### src/rtl/esc_seq_encoder.sv
`default_nettype none
// ============================================================================
// Module      : esc_seq_encoder
// Description : Converts terminal-control commands into ANSI/VT100 escape
//               byte sequences. The sequences are emitted one byte at a time
//               over a valid/ready byte stream.
//
//               Commands (cmd_type):
//                 0 CHAR -> pchar
//                 1 CUU  -> CSI Pn1 A      2 CUD -> CSI Pn1 B
//                 3 CUF  -> CSI Pn1 C      4 CUB -> CSI Pn1 D
//                 5 CUP  -> CSI Pn1 ; Pn2 H
//                 6 CPR  -> CSI Pn1 ; Pn2 R
//                 7 SGR  -> CSI Pn1 m      8 ED  -> CSI Pn1 J
//                 9 EL   -> CSI Pn1 K
//                 10..15 -> accepted and dropped, no output
//               Each parameter is printed as decimal ASCII with no leading
//               zeros.
//
// Ports       : clk        rising-edge clock
//               rst        asynchronous active-high reset
//               cmd_valid  command request present
//               cmd_ready  encoder idle, can accept a command
//               cmd_type   command code (4 bits)
//               pn1, pn2   numeric parameters, 0..255
//               pchar      raw byte for CHAR
//               tx_data    emitted byte (0x00 whenever tx_valid is low)
//               tx_valid   tx_data valid
//               tx_ready   sink accepts the byte on tx_valid && tx_ready
//               busy       a sequence is in progress
//
// Macro       : ESC_ENCODER_C1_CSI_EN - when defined, the introducer is the
//               single 8-bit C1 byte 0x9B instead of ESC '['.
//
// Revision    : 1.0 - initial release
// ============================================================================
module esc_seq_encoder (
    input  logic       clk,
    input  logic       rst,
    input  logic       cmd_valid,
    output logic       cmd_ready,
    input  logic [3:0] cmd_type,
    input  logic [7:0] pn1,
    input  logic [7:0] pn2,
    input  logic [7:0] pchar,
    output logic [7:0] tx_data,
    output logic       tx_valid,
    input  logic       tx_ready,
    output logic       busy
);

    // Each state corresponds to the byte currently being presented on tx_data.
    typedef enum logic [3:0] {
        IDLE = 4'd0,
        ESC  = 4'd1,
        LBR  = 4'd2,
        P1H  = 4'd3,
        P1T  = 4'd4,
        P1O  = 4'd5,
        SEMI = 4'd6,
        P2H  = 4'd7,
        P2T  = 4'd8,
        P2O  = 4'd9,
        FIN  = 4'd10,
        CHR  = 4'd11
    } state_t;

    localparam logic [7:0] c_BYTE_LBR  = 8'h5B;
    localparam logic [7:0] c_BYTE_SEMI = 8'h3B;
    localparam logic [7:0] c_ASCII_0   = 8'h30;

`ifdef ESC_ENCODER_C1_CSI_EN
    // The C1 CSI byte stands in for ESC '[', so the ESC state goes
    // directly to the first parameter.
    localparam logic [7:0] c_BYTE_INTRO = 8'h9B;
    localparam logic       c_SKIP_LBR   = 1'b1;
`else
    localparam logic [7:0] c_BYTE_INTRO = 8'h1B;
    localparam logic       c_SKIP_LBR   = 1'b0;
`endif

    state_t     r_state;
    logic [3:0] r_type;
    logic [7:0] r_pn1;
    logic [7:0] r_pn2;
    logic [7:0] r_pchar;
    logic [7:0] r_tx_data;
    logic       r_tx_valid;

    // Convert a binary value to decimal digits without a divider.
    // The hundreds digit comes from compare/subtract against 200 and 100.
    // The tens digit comes from a priority compare against 90..10.
    // The ones digit is what remains.
    // Returns {hundreds, tens, ones}, each 4 bits wide.
    function automatic logic [11:0] to_digits(input logic [7:0] v);
        logic [7:0] rem;
        logic [3:0] h;
        logic [3:0] t;
        if (v >= 8'd200) begin
            h   = 4'd2;
            rem = v - 8'd200;
        end else if (v >= 8'd100) begin
            h   = 4'd1;
            rem = v - 8'd100;
        end else begin
            h   = 4'd0;
            rem = v;
        end
        t = 4'd0;
        for (int k = 9; k >= 1; k--) begin
            if (t == 4'd0 && rem >= 8'(k * 10)) begin
                t   = 4'(k);
                rem = rem - 8'(k * 10);
            end
        end
        return {h, t, rem[3:0]};
    endfunction

    logic [11:0] w_d1;
    logic [11:0] w_d2;
    logic        w_has_p2;
    logic [7:0]  w_final;
    state_t      w_p1_start;
    state_t      w_p2_start;
    state_t      w_nxt;
    logic [7:0]  w_nxt_byte;

    assign w_d1 = to_digits(r_pn1);
    assign w_d2 = to_digits(r_pn2);

    // Only CUP and CPR carry a second parameter.
    assign w_has_p2 = (r_type == 4'd5) || (r_type == 4'd6);

    // Leading-zero suppression: the number starts at the first nonzero
    // digit. The ones digit is always printed.
    assign w_p1_start = (w_d1[11:8] != 4'd0) ? P1H :
                        (w_d1[7:4]  != 4'd0) ? P1T : P1O;
    assign w_p2_start = (w_d2[11:8] != 4'd0) ? P2H :
                        (w_d2[7:4]  != 4'd0) ? P2T : P2O;

    always_comb begin
        w_final = 8'h00;
        case (r_type)
            4'd1:    w_final = 8'h41;   // A
            4'd2:    w_final = 8'h42;   // B
            4'd3:    w_final = 8'h43;   // C
            4'd4:    w_final = 8'h44;   // D
            4'd5:    w_final = 8'h48;   // H
            4'd6:    w_final = 8'h52;   // R
            4'd7:    w_final = 8'h6D;   // m
            4'd8:    w_final = 8'h4A;   // J
            4'd9:    w_final = 8'h4B;   // K
            default: w_final = 8'h00;
        endcase
    end

    // State that follows the current byte once it handshakes.
    always_comb begin
        w_nxt = IDLE;
        case (r_state)
            ESC:     w_nxt = c_SKIP_LBR ? w_p1_start : LBR;
            LBR:     w_nxt = w_p1_start;
            P1H:     w_nxt = P1T;       // tens is always printed after hundreds
            P1T:     w_nxt = P1O;
            P1O:     w_nxt = w_has_p2 ? SEMI : FIN;
            SEMI:    w_nxt = w_p2_start;
            P2H:     w_nxt = P2T;
            P2T:     w_nxt = P2O;
            P2O:     w_nxt = FIN;
            FIN:     w_nxt = IDLE;
            CHR:     w_nxt = IDLE;
            default: w_nxt = IDLE;
        endcase
    end

    // Byte presented in the next state. IDLE maps to 0x00, so tx_data
    // returns to zero when the sequence ends.
    always_comb begin
        w_nxt_byte = 8'h00;
        case (w_nxt)
            ESC:     w_nxt_byte = c_BYTE_INTRO;
            LBR:     w_nxt_byte = c_BYTE_LBR;
            P1H:     w_nxt_byte = c_ASCII_0 + {4'd0, w_d1[11:8]};
            P1T:     w_nxt_byte = c_ASCII_0 + {4'd0, w_d1[7:4]};
            P1O:     w_nxt_byte = c_ASCII_0 + {4'd0, w_d1[3:0]};
            SEMI:    w_nxt_byte = c_BYTE_SEMI;
            P2H:     w_nxt_byte = c_ASCII_0 + {4'd0, w_d2[11:8]};
            P2T:     w_nxt_byte = c_ASCII_0 + {4'd0, w_d2[7:4]};
            P2O:     w_nxt_byte = c_ASCII_0 + {4'd0, w_d2[3:0]};
            FIN:     w_nxt_byte = w_final;
            CHR:     w_nxt_byte = r_pchar;
            default: w_nxt_byte = 8'h00;
        endcase
    end

    always_ff @(posedge clk or posedge rst) begin
        if (rst) begin
            r_state    <= IDLE;
            r_type     <= 4'd0;
            r_pn1      <= 8'h00;
            r_pn2      <= 8'h00;
            r_pchar    <= 8'h00;
            r_tx_data  <= 8'h00;
            r_tx_valid <= 1'b0;
        end else begin
            case (r_state)
                IDLE: begin
                    if (cmd_valid) begin
                        r_type  <= cmd_type;
                        r_pn1   <= pn1;
                        r_pn2   <= pn2;
                        r_pchar <= pchar;
                        if (cmd_type == 4'd0) begin
                            r_state    <= CHR;
                            r_tx_data  <= pchar;
                            r_tx_valid <= 1'b1;
                        end else if (cmd_type <= 4'd9) begin
                            r_state    <= ESC;
                            r_tx_data  <= c_BYTE_INTRO;
                            r_tx_valid <= 1'b1;
                        end
                        // Codes 10..15 are absorbed here: the encoder stays
                        // idle and ready.
                    end
                end
                default: begin
                    // While tx_ready is low, all registers hold their values,
                    // so the presented byte stays stable.
                    if (tx_ready) begin
                        r_state    <= w_nxt;
                        r_tx_data  <= w_nxt_byte;
                        r_tx_valid <= (w_nxt != IDLE);
                    end
                end
            endcase
        end
    end

    assign cmd_ready = (r_state == IDLE);
    assign busy      = (r_state != IDLE);
    assign tx_data   = r_tx_data;
    assign tx_valid  = r_tx_valid;

endmodule
`default_nettype wire

### config.mk
export PLATFORM = sky130hd
export DESIGN_NAME = esc_seq_encoder
export DESIGN_NICKNAME = d
export VERILOG_FILES = /design/src/rtl/esc_seq_encoder.sv
export SDC_FILE = /design/constraint.sdc
export NUM_CORES = 1
export LEC_CHECK = 0
export BUFFER_PORTS_ARGS = -buffer_cell sky130_fd_sc_hd__buf_2
export CAP_MARGIN = 20
export CORE_MARGIN = 2
export CORE_UTILIZATION = 30
export CTS_CLUSTER_DIAMETER = 120
export CTS_CLUSTER_SIZE = 24
export DETAILED_ROUTE_END_ITERATION = 7
export PLACE_DENSITY = 0.44
export SLEW_MARGIN = 20
export SYNTH_ARGS = -nofsm -noshare
export SYNTH_HDL_FRONTEND = slang
export SYNTH_SLANG_ARGS = --single-unit
### constraint.sdc
create_clock -name clk -period 9.5 [get_ports clk]
set_input_delay 0.95 -clock clk [delete_from_list [all_inputs] [get_ports clk]]
set_output_delay 0.95 -clock clk [all_outputs]
set_load 0.02 [all_outputs]
==> impl_metrics.toml <==
[cts]
cts_hold_buf = 0
clk_pin_slew_worst_paths_ps = 60
cts_max_level = 2
clock-root-buffer = "clkbuf_16"
numCtsBuffers = 5
worstSkewPairLatency_ps = 280
cts_sinks = 33
cts_buffer_depth = 2
cts_tree = "yes"

[drt]
ant_nets = 0
wl_per_cell_um = 17.03
initialDrtViolationCount = 487
viasPerCell = 5.581
detail_route.first_pass.iterations = 5
wl_mm = 26.49
drc_errors = 0
via_count = 8679

[logic_synthesis]
synth_fa_ha_area_frac = 0.07196
synth-seq-cells = 33
yosysSeqAreaShare = 0.1187
muxShareOfSynthArea = 0.04479
synth_edf_count = 0
synth-main-ff-cell = "dfrtp_1"
synthSimpleGateAreaFrac = 0.2794
synth_top_area_frac = 0.1187
syn_nets = 1037
netlist.top_cell.by_area = "dfrtp_1"
synthArstFlopShare = 1.000
synth_top_family_by_area = "compound AO/OA/AOI/OAI gates"
synth_area_leaders = "dfrtp_1 12%, ha_1 7.2%, nand2_1 5.2%, o21ai_0 4.5%, nor2_1 4.5%"
ys_warn_count = 0
netlist_instances = 965
synth_compound_area_frac = 0.4078
syn_area_per_cell_um2 = 7.208
netlist_area_mm2 = 0.006955
ys_types = 118
synth_xor_area_frac = 0.02015

[sta]
worstMarginPinSlew_ps = 1020
max_freq_mhz = 103.8
min_period_ps = 9633
rsz0062_at_grt = "yes"
postLayoutSetupSlackWorst_ps = -133.5
setup_violations = 4
finalHoldViolations = 0
skew_ps = 4.530
finalMaxSlewViolations = 0
finalCritPeriodShare = 1.014
slew_headroom = 0.3200

[finish]
final_common_cell = "buf_4"
final_nets = 1341
syn2layout_area_growth_pct = 47.80
antennaDiodeCount = 0
mostFrequentLayoutCells = "285 x buf_4, 95 x nand2_1, 78 x nor2_1, 58 x o21ai_0, 52 x a21oi_1"
final_area_mm2 = 0.01028
drive_gt1_frac = 0.3929

[placement]
port_buffers = 42
gp_congestion = 0.9008
placed_cell_area_mm2 = 0.009339
hpwl_mm = 21.10

[worst_setup_path]
crit_path_frequent_cell = "buf_4"
required_ps = 9700
end_kind = "register"
cp_data_arrival_time_ps = 9840
startpoint_type = "register"
reg2reg_slack_ps = -130
critPathSlowestCell = "mux4_2"
crit_fanout = 4
critPathKind = "reg2reg"
critPathMaxStageDelay_ps = 500

[floorplanning]
die_height_um = 156.3
coreArea_mm2 = 0.02271
fp.dieW_um = 156.3
std_cell_rows = 55
start_util = 0.3063
design.die.area_mm2 = 0.02442
io_pins = 43

[grt]
grt_pass1_vias = 8335
grt_max_degree = 37
grt_overflow = 0
track_usage = 0.2129
grt_first_pass_wirelength_mm = 42.68
grt_antenna_before_repair = 0

[outcome]
violations = "negative setup slack"
status = "finished, violations left"

[min_path]
hold_path.class = "in2async"

[run]
maxCapViolCount = 0
-- cells in the mapped netlist (6+ instances only) --
cell,number
a211o_1,9
a211oi_1,15
a21o_1,18
a21oi_1,57
a221oi_1,6
a22oi_1,8
a31oi_1,18
a41oi_1,7
and2_1,19
and3_1,16
buf_2,10
clkbuf_1,22
dfrtp_1,33
ha_1,40
inv_1,56
mux2_2,9
mux2i_1,15
nand2_1,97
nand2b_1,12
nand3_1,21
nand4_1,9
nor2_1,84
nor2b_1,11
nor3_1,29
nor4_1,11
o2111ai_1,11
o211a_1,7
o211ai_1,20
o21ai_0,63
o21ai_1,10
o21bai_1,7
o31a_1,6
o31ai_1,8
or2_2,14
or3_1,13
or4_1,6
xnor2_1,14
-- registers in the layout (all words and copies together), names as in the netlist --
register,count
r_pn2,8
tx_data,8
r_type,4
r_pn1,8
r_state,4
tx_valid,1
-- area by class of cell --
cell class                      count  area [um^2]
Clock buffer                        7        152.6
Clock inverter                      1        5.005
Fill cell                        2361        12430
Inverter                           58        227.7
Multi-Input combinational cell    835         6261
Sequential cell                    33        825.8
Tap cell                          285        356.6
Timing Repair Buffer              336         2451
-- critical path: cells and delay by family, from the launching register on --
family / cells / cell delay [ps]
AO/OA/AOI/OAI: 15 / 2610
multiplexers: 3 / 1040
AND/OR/NAND/NOR: 10 / 1920
adder cells (fa/ha/maj): 4 / 650
flip-flops: 1 / 400
buffers and inverters: 25 / 2960
-- path summary, 6_finish.rpt --
kind,from,cells past startpoint,end
setup / recovery,r_pn2[2],57,tx_data[2]
hold / removal,rst,2,r_pn1[4]
setup reg to reg,r_pn2[2],57,tx_data[2]
hold reg to reg,tx_valid,1,tx_valid
max in group asynchronous,rst,3,tx_data[5]
min in group clk,tx_valid,1,tx_valid
-- metal layers --
layer  routed length (um)  vias up  part of all wire  global-route usage
li1                     -     4330                 -                   -
met1                12490     4180              0.47              0.2838
met2                13000      150              0.49              0.3847
met3                  771       19             0.029             0.01634
met5                    0        -                 0                   0
met4                  220        0            0.0083             0.02665
-- what timing repair did --
| action | CTS | global route |
|---|---|---|
| pin swaps | 28 | 20 |
| buffers inserted | 48 | 14 |
| resized for setup | 26 | 48 |
| setup endpoints to repair | 5 | 6 |
-- metrics by stage --
stage                     utilization  setup WS (ps)  setup TNS [ps]  cells  hold slack [ps]
after floorplan                     -         -343.1           -1335    965            582.7
after global placement         0.4112         -288.1          -762.2   1486            489.7
after detailed placement       0.4112         -181.6          -595.1   1486            503.4
after CTS                      0.4388         -123.0          -302.0   1541            506.8
after global routing           0.4527         -553.2           -2663   1555            504.8
final                          0.4527         -133.5          -238.3   1555            509.4
-- kinds of logic after synthesis --
kind of cell	after synthesis
flops	33
fa+ha+maj	40
buf+inv	97
compound gates	377
xor+xnor	16
simple gates	375
mux	27
Power is not shown: default switching activity piles up to over one toggle a cycle in this logic, so the estimate is an artifact.
